### src/rtl/pipe_slice_n_if.sv
`default_nettype none
// ============================================================================
//  Module   : pipe_slice_n_if
//  Purpose  : Valid/ready stream bundle around a pipe_slice_n chain, plus its
//             flush and occupancy side signals. Names are seen from the slice.
//  Revision : 1.0  initial release
// ============================================================================
interface pipe_slice_n_if #(
  parameter int DATA_W = 32,
  parameter int OCC_W  = 2
);
  logic              valid_i;
  logic [DATA_W-1:0] data_i;
  logic              ready_o;
  logic              valid_ro;
  logic [DATA_W-1:0] data_o;
  logic              ready_i;
  logic              flush_i;
  logic [OCC_W-1:0]  occ_o;

  // The slice chain itself
  modport slave (
    input  valid_i, data_i, ready_i, flush_i,
    output ready_o, valid_ro, data_o, occ_o
  );

  // Whoever drives the chain (upstream producer + downstream consumer)
  modport master (
    output valid_i, data_i, ready_i, flush_i,
    input  ready_o, valid_ro, data_o, occ_o
  );
endinterface
`default_nettype wire

### src/rtl/pipe_slice_n.sv
`default_nettype none
// ============================================================================
//  Module   : pipe_slice_n
//  Purpose  : DEPTH cascaded valid/ready register slices carrying a DATA_W
//             payload. SKID=0 gives simple slices with a combinational ready
//             chain; SKID=1 gives two-entry skid slices with registered ready.
//             Synchronous flush and a registered occupancy count.
//  Revision : 1.0  initial release
// ============================================================================
module pipe_slice_n #(
  parameter int DATA_W = 32,
  parameter int DEPTH  = 1,
  parameter int SKID   = 0,
  parameter int OCC_W  = $clog2(2*DEPTH+1)
) (
  input  logic          clk,
  input  logic          rst,   // active-low, synchronous
  pipe_slice_n_if.slave bus
);

  // Main register of every slice; index DEPTH-1 faces downstream.
  logic [DEPTH-1:0]  r_v;
  logic [DATA_W-1:0] r_d    [DEPTH];
  // What each slice sees coming in from its upstream neighbour.
  logic [DEPTH-1:0]  w_in_v;
  logic [DATA_W-1:0] w_in_d [DEPTH];
  logic              w_rdy_up;
  logic              w_in_xfer;
  logic              w_out_xfer;
  logic [OCC_W-1:0]  r_occ;

  // Slice 0 is fed by the port, every later slice by its predecessor's main register
  always_comb begin
    w_in_v[0] = bus.valid_i;
    w_in_d[0] = bus.data_i;
    for (int k = 1; k < DEPTH; k++) begin
      w_in_v[k] = r_v[k-1];
      w_in_d[k] = r_d[k-1];
    end
  end

  if (SKID == 0) begin : g_simple
    logic [DEPTH-1:0] w_cke;
    logic             w_room;

    // A slice may load when it, or any slice after it, is empty, or downstream takes
    always_comb begin
      w_room = bus.ready_i;
      w_cke  = '0;
      for (int k = DEPTH-1; k >= 0; k--) begin
        w_room   = w_room | ~r_v[k];
        w_cke[k] = w_room;
      end
    end

    assign w_rdy_up = w_cke[0];

    // Advance each enabled slice; data only captures real payloads
    always_ff @(posedge clk) begin
      if (!rst) begin
        r_v <= '0;
        for (int k = 0; k < DEPTH; k++) r_d[k] <= '0;
      end else begin
        for (int k = 0; k < DEPTH; k++) begin
          if (w_cke[k]) begin
            r_v[k] <= w_in_v[k];
            if (w_in_v[k]) r_d[k] <= w_in_d[k];
          end
        end
        if (bus.flush_i) r_v <= '0;
      end
    end
  end else begin : g_skid
    logic [DEPTH-1:0]  r_sv;
    logic [DATA_W-1:0] r_sd [DEPTH];
    logic [DEPTH:0]    w_rdy_chain;  // [k] = ready offered to slice k-1's output
    logic [DEPTH-1:0]  w_out_rdy;
    logic [DEPTH-1:0]  w_acc;
    logic [DEPTH-1:0]  w_drn;

    // Each slice is ready exactly when its skid register is free
    assign w_rdy_chain = {bus.ready_i, ~r_sv};
    assign w_out_rdy   = w_rdy_chain[DEPTH:1];
    assign w_acc       = w_in_v & ~r_sv;
    assign w_drn       = r_v & w_out_rdy;
    assign w_rdy_up    = ~r_sv[0];

    // Main/skid update: drain refills main from skid, a blocked accept parks in skid
    always_ff @(posedge clk) begin
      if (!rst) begin
        r_v  <= '0;
        r_sv <= '0;
        for (int k = 0; k < DEPTH; k++) begin
          r_d[k]  <= '0;
          r_sd[k] <= '0;
        end
      end else if (bus.flush_i) begin
        r_v  <= '0;
        r_sv <= '0;
      end else begin
        for (int k = 0; k < DEPTH; k++) begin
          if (w_drn[k]) begin
            if (r_sv[k]) begin
              // ready was low, so no accept can coincide with this refill
              r_d[k]  <= r_sd[k];
              r_sv[k] <= 1'b0;
            end else begin
              r_v[k] <= w_acc[k];
              if (w_acc[k]) r_d[k] <= w_in_d[k];
            end
          end else if (w_acc[k]) begin
            if (r_v[k]) begin
              r_sv[k] <= 1'b1;
              r_sd[k] <= w_in_d[k];
            end else begin
              r_v[k] <= 1'b1;
              r_d[k] <= w_in_d[k];
            end
          end
        end
      end
    end
  end

  assign w_in_xfer  = bus.valid_i & w_rdy_up;
  assign w_out_xfer = r_v[DEPTH-1] & bus.ready_i;

  // Occupancy tracks boundary handshakes; both or neither leaves it unchanged
  always_ff @(posedge clk) begin
    if (!rst) begin
      r_occ <= '0;
    end else if (bus.flush_i) begin
      r_occ <= '0;
    end else if (w_in_xfer && !w_out_xfer) begin
      r_occ <= r_occ + OCC_W'(1);
    end else if (!w_in_xfer && w_out_xfer) begin
      r_occ <= r_occ - OCC_W'(1);
    end
  end

  assign bus.ready_o  = w_rdy_up;
  assign bus.valid_ro = r_v[DEPTH-1];
  assign bus.data_o   = r_d[DEPTH-1];
  assign bus.occ_o    = r_occ;

endmodule
`default_nettype wire

### src/flat_wrapper.sv
// flat-port wrapper written by rule: the top's interface ports become plain ports
module pipe_slice_n_flat 
#(
  parameter int DATA_W = 32,
  parameter int DEPTH  = 1,
  parameter int SKID   = 0,
  parameter int OCC_W  = $clog2(2*DEPTH+1)
)
  (clk, rst, bus_valid_i, bus_data_i, bus_ready_i, bus_flush_i, bus_ready_o, bus_valid_ro, bus_data_o, bus_occ_o);
  pipe_slice_n_if #(.DATA_W(DATA_W), .OCC_W(OCC_W)) bus_i ();
  input  logic clk;
  input  logic rst;
  input wire logic [$bits(bus_i.valid_i)-1:0] bus_valid_i;
  input wire logic [$bits(bus_i.data_i)-1:0] bus_data_i;
  input wire logic [$bits(bus_i.ready_i)-1:0] bus_ready_i;
  input wire logic [$bits(bus_i.flush_i)-1:0] bus_flush_i;
  output wire logic [$bits(bus_i.ready_o)-1:0] bus_ready_o;
  output wire logic [$bits(bus_i.valid_ro)-1:0] bus_valid_ro;
  output wire logic [$bits(bus_i.data_o)-1:0] bus_data_o;
  output wire logic [$bits(bus_i.occ_o)-1:0] bus_occ_o;
  assign bus_i.valid_i = bus_valid_i;
  assign bus_i.data_i = bus_data_i;
  assign bus_i.ready_i = bus_ready_i;
  assign bus_i.flush_i = bus_flush_i;
  assign bus_ready_o = bus_i.ready_o;
  assign bus_valid_ro = bus_i.valid_ro;
  assign bus_data_o = bus_i.data_o;
  assign bus_occ_o = bus_i.occ_o;
  pipe_slice_n #(.DATA_W(DATA_W), .DEPTH(DEPTH), .SKID(SKID), .OCC_W(OCC_W)) u_core (.clk(clk), .rst(rst), .bus(bus_i));
endmodule
### config.mk
export PLATFORM = sky130hd
export DESIGN_NAME = pipe_slice_n_flat
export DESIGN_NICKNAME = d
export VERILOG_FILES = /design/src/rtl/pipe_slice_n_if.sv /design/src/rtl/pipe_slice_n.sv /design/src/flat_wrapper.sv
export SDC_FILE = /design/constraint.sdc
export NUM_CORES = 1
export LEC_CHECK = 0
export CAP_MARGIN = 20
export CORE_MARGIN = 1.5
export CORE_UTILIZATION = 39
export CTS_CLUSTER_SIZE = 24
export DETAILED_ROUTE_END_ITERATION = 8
export GPL_TIMING_DRIVEN = 1
export HOLD_SLACK_MARGIN = 0.02
export PLACE_DENSITY = 0.86
export SETUP_SLACK_MARGIN = 0.2
export SYNTH_ARGS = -nofsm -noshare
export SYNTH_HDL_FRONTEND = slang
export SYNTH_SLANG_ARGS = --single-unit
### constraint.sdc
create_clock -name clk -period 2 [get_ports clk]
set_input_delay 0.3 -clock clk [delete_from_list [all_inputs] [get_ports clk]]
set_output_delay 0.3 -clock clk [all_outputs]
set_load 0.01 [all_outputs]
==> results.toml <==
[synthesis]
syn_nets = 124
synth_common_cells = "edfxtp_1, and2_4, buf_8, dfxtp_1"
yosysMostFrequentCell = "edfxtp_1"
yosysSeqAreaShare = 0.6957
synth_cell_types = 19
synth.largest_area_cell = "edfxtp_1"
syn-instance-count = 87
ys_dominant_reg_cell = "edfxtp_1"
ys_ff_latch = 35
async_flop_share = 0
avgSynthCellArea_um2 = 16.87
yosysWarnings = 0
yosysTopAreaCellShare = 0.6547
synth-edff-count = 32
synthTopCellsByArea = "edfxtp_1, and2_4, dfxtp_1"
syn_area_um2 = 1468

[worst_setup_path]
endpoint = "bus_valid_ro"
worst-setup-path-type = "flip-flop to output pin"
rr_worst_depth = 3
crit_chain = "clkdlybuf4s50_1"
r2r_start = "u_core.bus.valid_ro"
cp.depth = 1
max_stage_delay_ns = 0.60
r2r-end = "u_core.r_d[0][17]"
rrSetupSlack_ns = 0.68
required_ns = 1.70
cp-start-kind = "flip-flop"
cp.arrival_ns = 1.33
cp_num_buf_inv = 1
crit_start = "u_core.bus.valid_ro"
crit_family = "buffers and inverters"
path_max_fanout = 6
cp-end-kind = "output pin"
slowest_stage = "clkdlybuf4s50_1"

[sta]
hold_violations = 0
finalSetupTns_ns = 0
slew_headroom = 0.7690
finalCritPeriodShare = 0.8133
period_needed_ns = 1.627
worst_pin_slew_ns = 0.3466
final_max_slew_viol_count = 0
setup_viol = 0
skew_ns = 0.003933
fmax_mhz = 614.8
rsz0062_at_grt = "false"

[detailed_routing]
drt-initial-drc-count = 31
via_per_inst = 4.310
wirelength_mm = 2.804
vias = 918
wl_per_cell_um = 13.16
detail-route-antenna-nets = 0
drc = 0
drt_first_pass_iters = 4

[clock_network]
cts_resized = 1
cts_sinks = 35
clockRootBuffer = "clkbuf_8"
cts_buffers = 5
clk_latency_ns = 0.26
cts.clk_slew.worst_paths_ns = 0.06
cts_buffer_depth = 2
cts_tree = "yes"
hold_buffers = 0
htreeDepth = 2
cts_setup_buffers = 0

[pwr]
clkPwrFrac = 0.280
power.share.combinational = 0.174
power_frac_seq = 0.545
p_per_area_nw_per_um2 = 693.5
p_leak_nw = 0.8907
p_switching_w = 0.0003195
ir_drop_mv = 0.3720
swShare = 0.2001
report.power.total_w = 0.001597
internal_power_w = 0.001277

[place]
port_buffers = 72
gp_congestion = 0.6734
dpl.hpwl_mm = 2.075

[global_route]
grt_start_max_net_pins = 33
grt.met3_usage = 0.05282
grt_pass1_wl_mm = 4.450
use_met1 = 0.1772
antenna_found_initial = 0
grt_pass1_vias = 947
grt_overflow_total = 0
met2_usage = 0.2435
grt_use_total = 0.1442
grt_busiest_layer = "met2"

[run]
drv_cap = 0

[final_layout]
multiInputGateArea_um2 = 397.9
regArea_um2 = 1021
antenna_cells = 0
drive_gt1_frac = 0.2606
n_fill_cell = 287
areaGrowthSynthToFinish_pct = 56.86
nNetsFinal = 201

[floorplan]
pin_count = 73
die_area_um2 = 4140
row_count = 22
die_h_um = 64.35
start_util = 0.4039
core-area_um2 = 3633
die_w_um = 64.35

[status]
outcome = "finished clean"

[min_path]
hold_path.class = "flip-flop to flip-flop"
## through the flow
step                      setup slack, ns  cells  hold slack, ns  instance area, um2    util
final                              0.3733    213          0.5214                2302  0.6336
after global routing               0.3245    213          0.5475                2302  0.6336
after CTS                          0.3635    213          0.5232                2302  0.6336
after detailed placement           0.1799    205          0.5113                2223  0.6119
after global placement             0.2400    205          0.4925                2223  0.6119
after floorplan                    0.3664     87          0.4295                1468       -
## layer usage
layer,vias up,routed length (um),part of all wire
li1,456,-,-
met1,408,1133,0.40
met2,52,1437,0.51
met3,2,225,0.080
met4,0,8,0.0029
met5,-,0,0
## worst min-delay path by stage
stage	from	endpoint	slack [ns]	cells after the start
2_1_floorplan	bus_valid_i	u_core.bus.valid_ro	0.43	2
3_3_place_gp	u_core.bus.occ_o[0]	u_core.bus.occ_o[0]	0.49	2
3_5_place_dp	u_core.bus.occ_o[0]	u_core.bus.occ_o[0]	0.51	2
4_1_cts	u_core.bus.occ_o[0]	u_core.bus.occ_o[0]	0.52	2
5_1_grt	u_core.bus.occ_o[0]	u_core.bus.occ_o[0]	0.55	2
6_report	u_core.bus.occ_o[0]	u_core.bus.occ_o[0]	0.52	2
## power groups by stage
stage / Sequential [W] / Combinational (W) / Clock (W)
6_report: 0.000871 / 0.000278 / 0.000448
5_1_grt: 0.000875 / 0.000296 / 0.000493
3_5_place_dp: 0.000887 / 0.000281 / 0
3_3_place_gp: 0.000884 / 0.000276 / 0
2_1_floorplan: 0.000915 / 0.0000750 / 0
4_1_cts: 0.000871 / 0.000282 / 0.000469
## flip-flops by register name, indices dropped and copies added, names as in the netlist
name and cells:
u_core.r_d 32, u_core.bus.occ_o 2, u_core.bus.valid_ro 1
## logic make-up (layout without fill, tap and decap cells)
family          after synthesis  in the layout  synth area share
flops                        35             35            0.6957
compound gates                4              4           0.01534
buf+inv                       4             82           0.03324
simple gates                 44             44            0.2557
## placed cells by master (no fill, tap or decap)
| cell | instances |
|---|---|
| dfxtp_1 | 3 |
| and2_2 | 2 |
| nand2b_1 | 2 |
| nand2b_4 | 1 |
| clkbuf_8 | 5 |
| nand2_1 | 2 |
| inv_1 | 1 |
| and3_4 | 1 |
| a21oi_1 | 2 |
| and4bb_2 | 1 |
| and3b_2 | 1 |
| nand3_1 | 1 |
| and2_4 | 30 |
| clkinv_1 | 2 |
| dlygate4sd2_1 | 1 |
| nand3b_1 | 1 |
| clkdlybuf4s50_1 | 71 |
| buf_12 | 1 |
| a21o_1 | 1 |
| nor3_1 | 1 |
| edfxtp_1 | 32 |
| nor3b_2 | 1 |
| clkbuf_1 | 1 |
| o21ai_1 | 1 |
## cell type report
| class | count | area share |
|---|---|---|
| flip-flops and latches | 35 | 0.4435 |
| repair buffers | 73 | 0.3212 |
| multi-input cells | 48 | 0.1728 |
| clock buffers | 6 | 0.03152 |
| well taps | 48 | 0.02609 |
| clock inverters | 2 | 0.003261 |
| inverters | 1 | 0.001630 |
## worst register-to-register path: stages (launching register included)
cell and delay (ns):
dfxtp_1 0.46, nand2b_4 0.09, and3_4 0.29, and2_2 0.24
(Power assumes the default switching activity.)
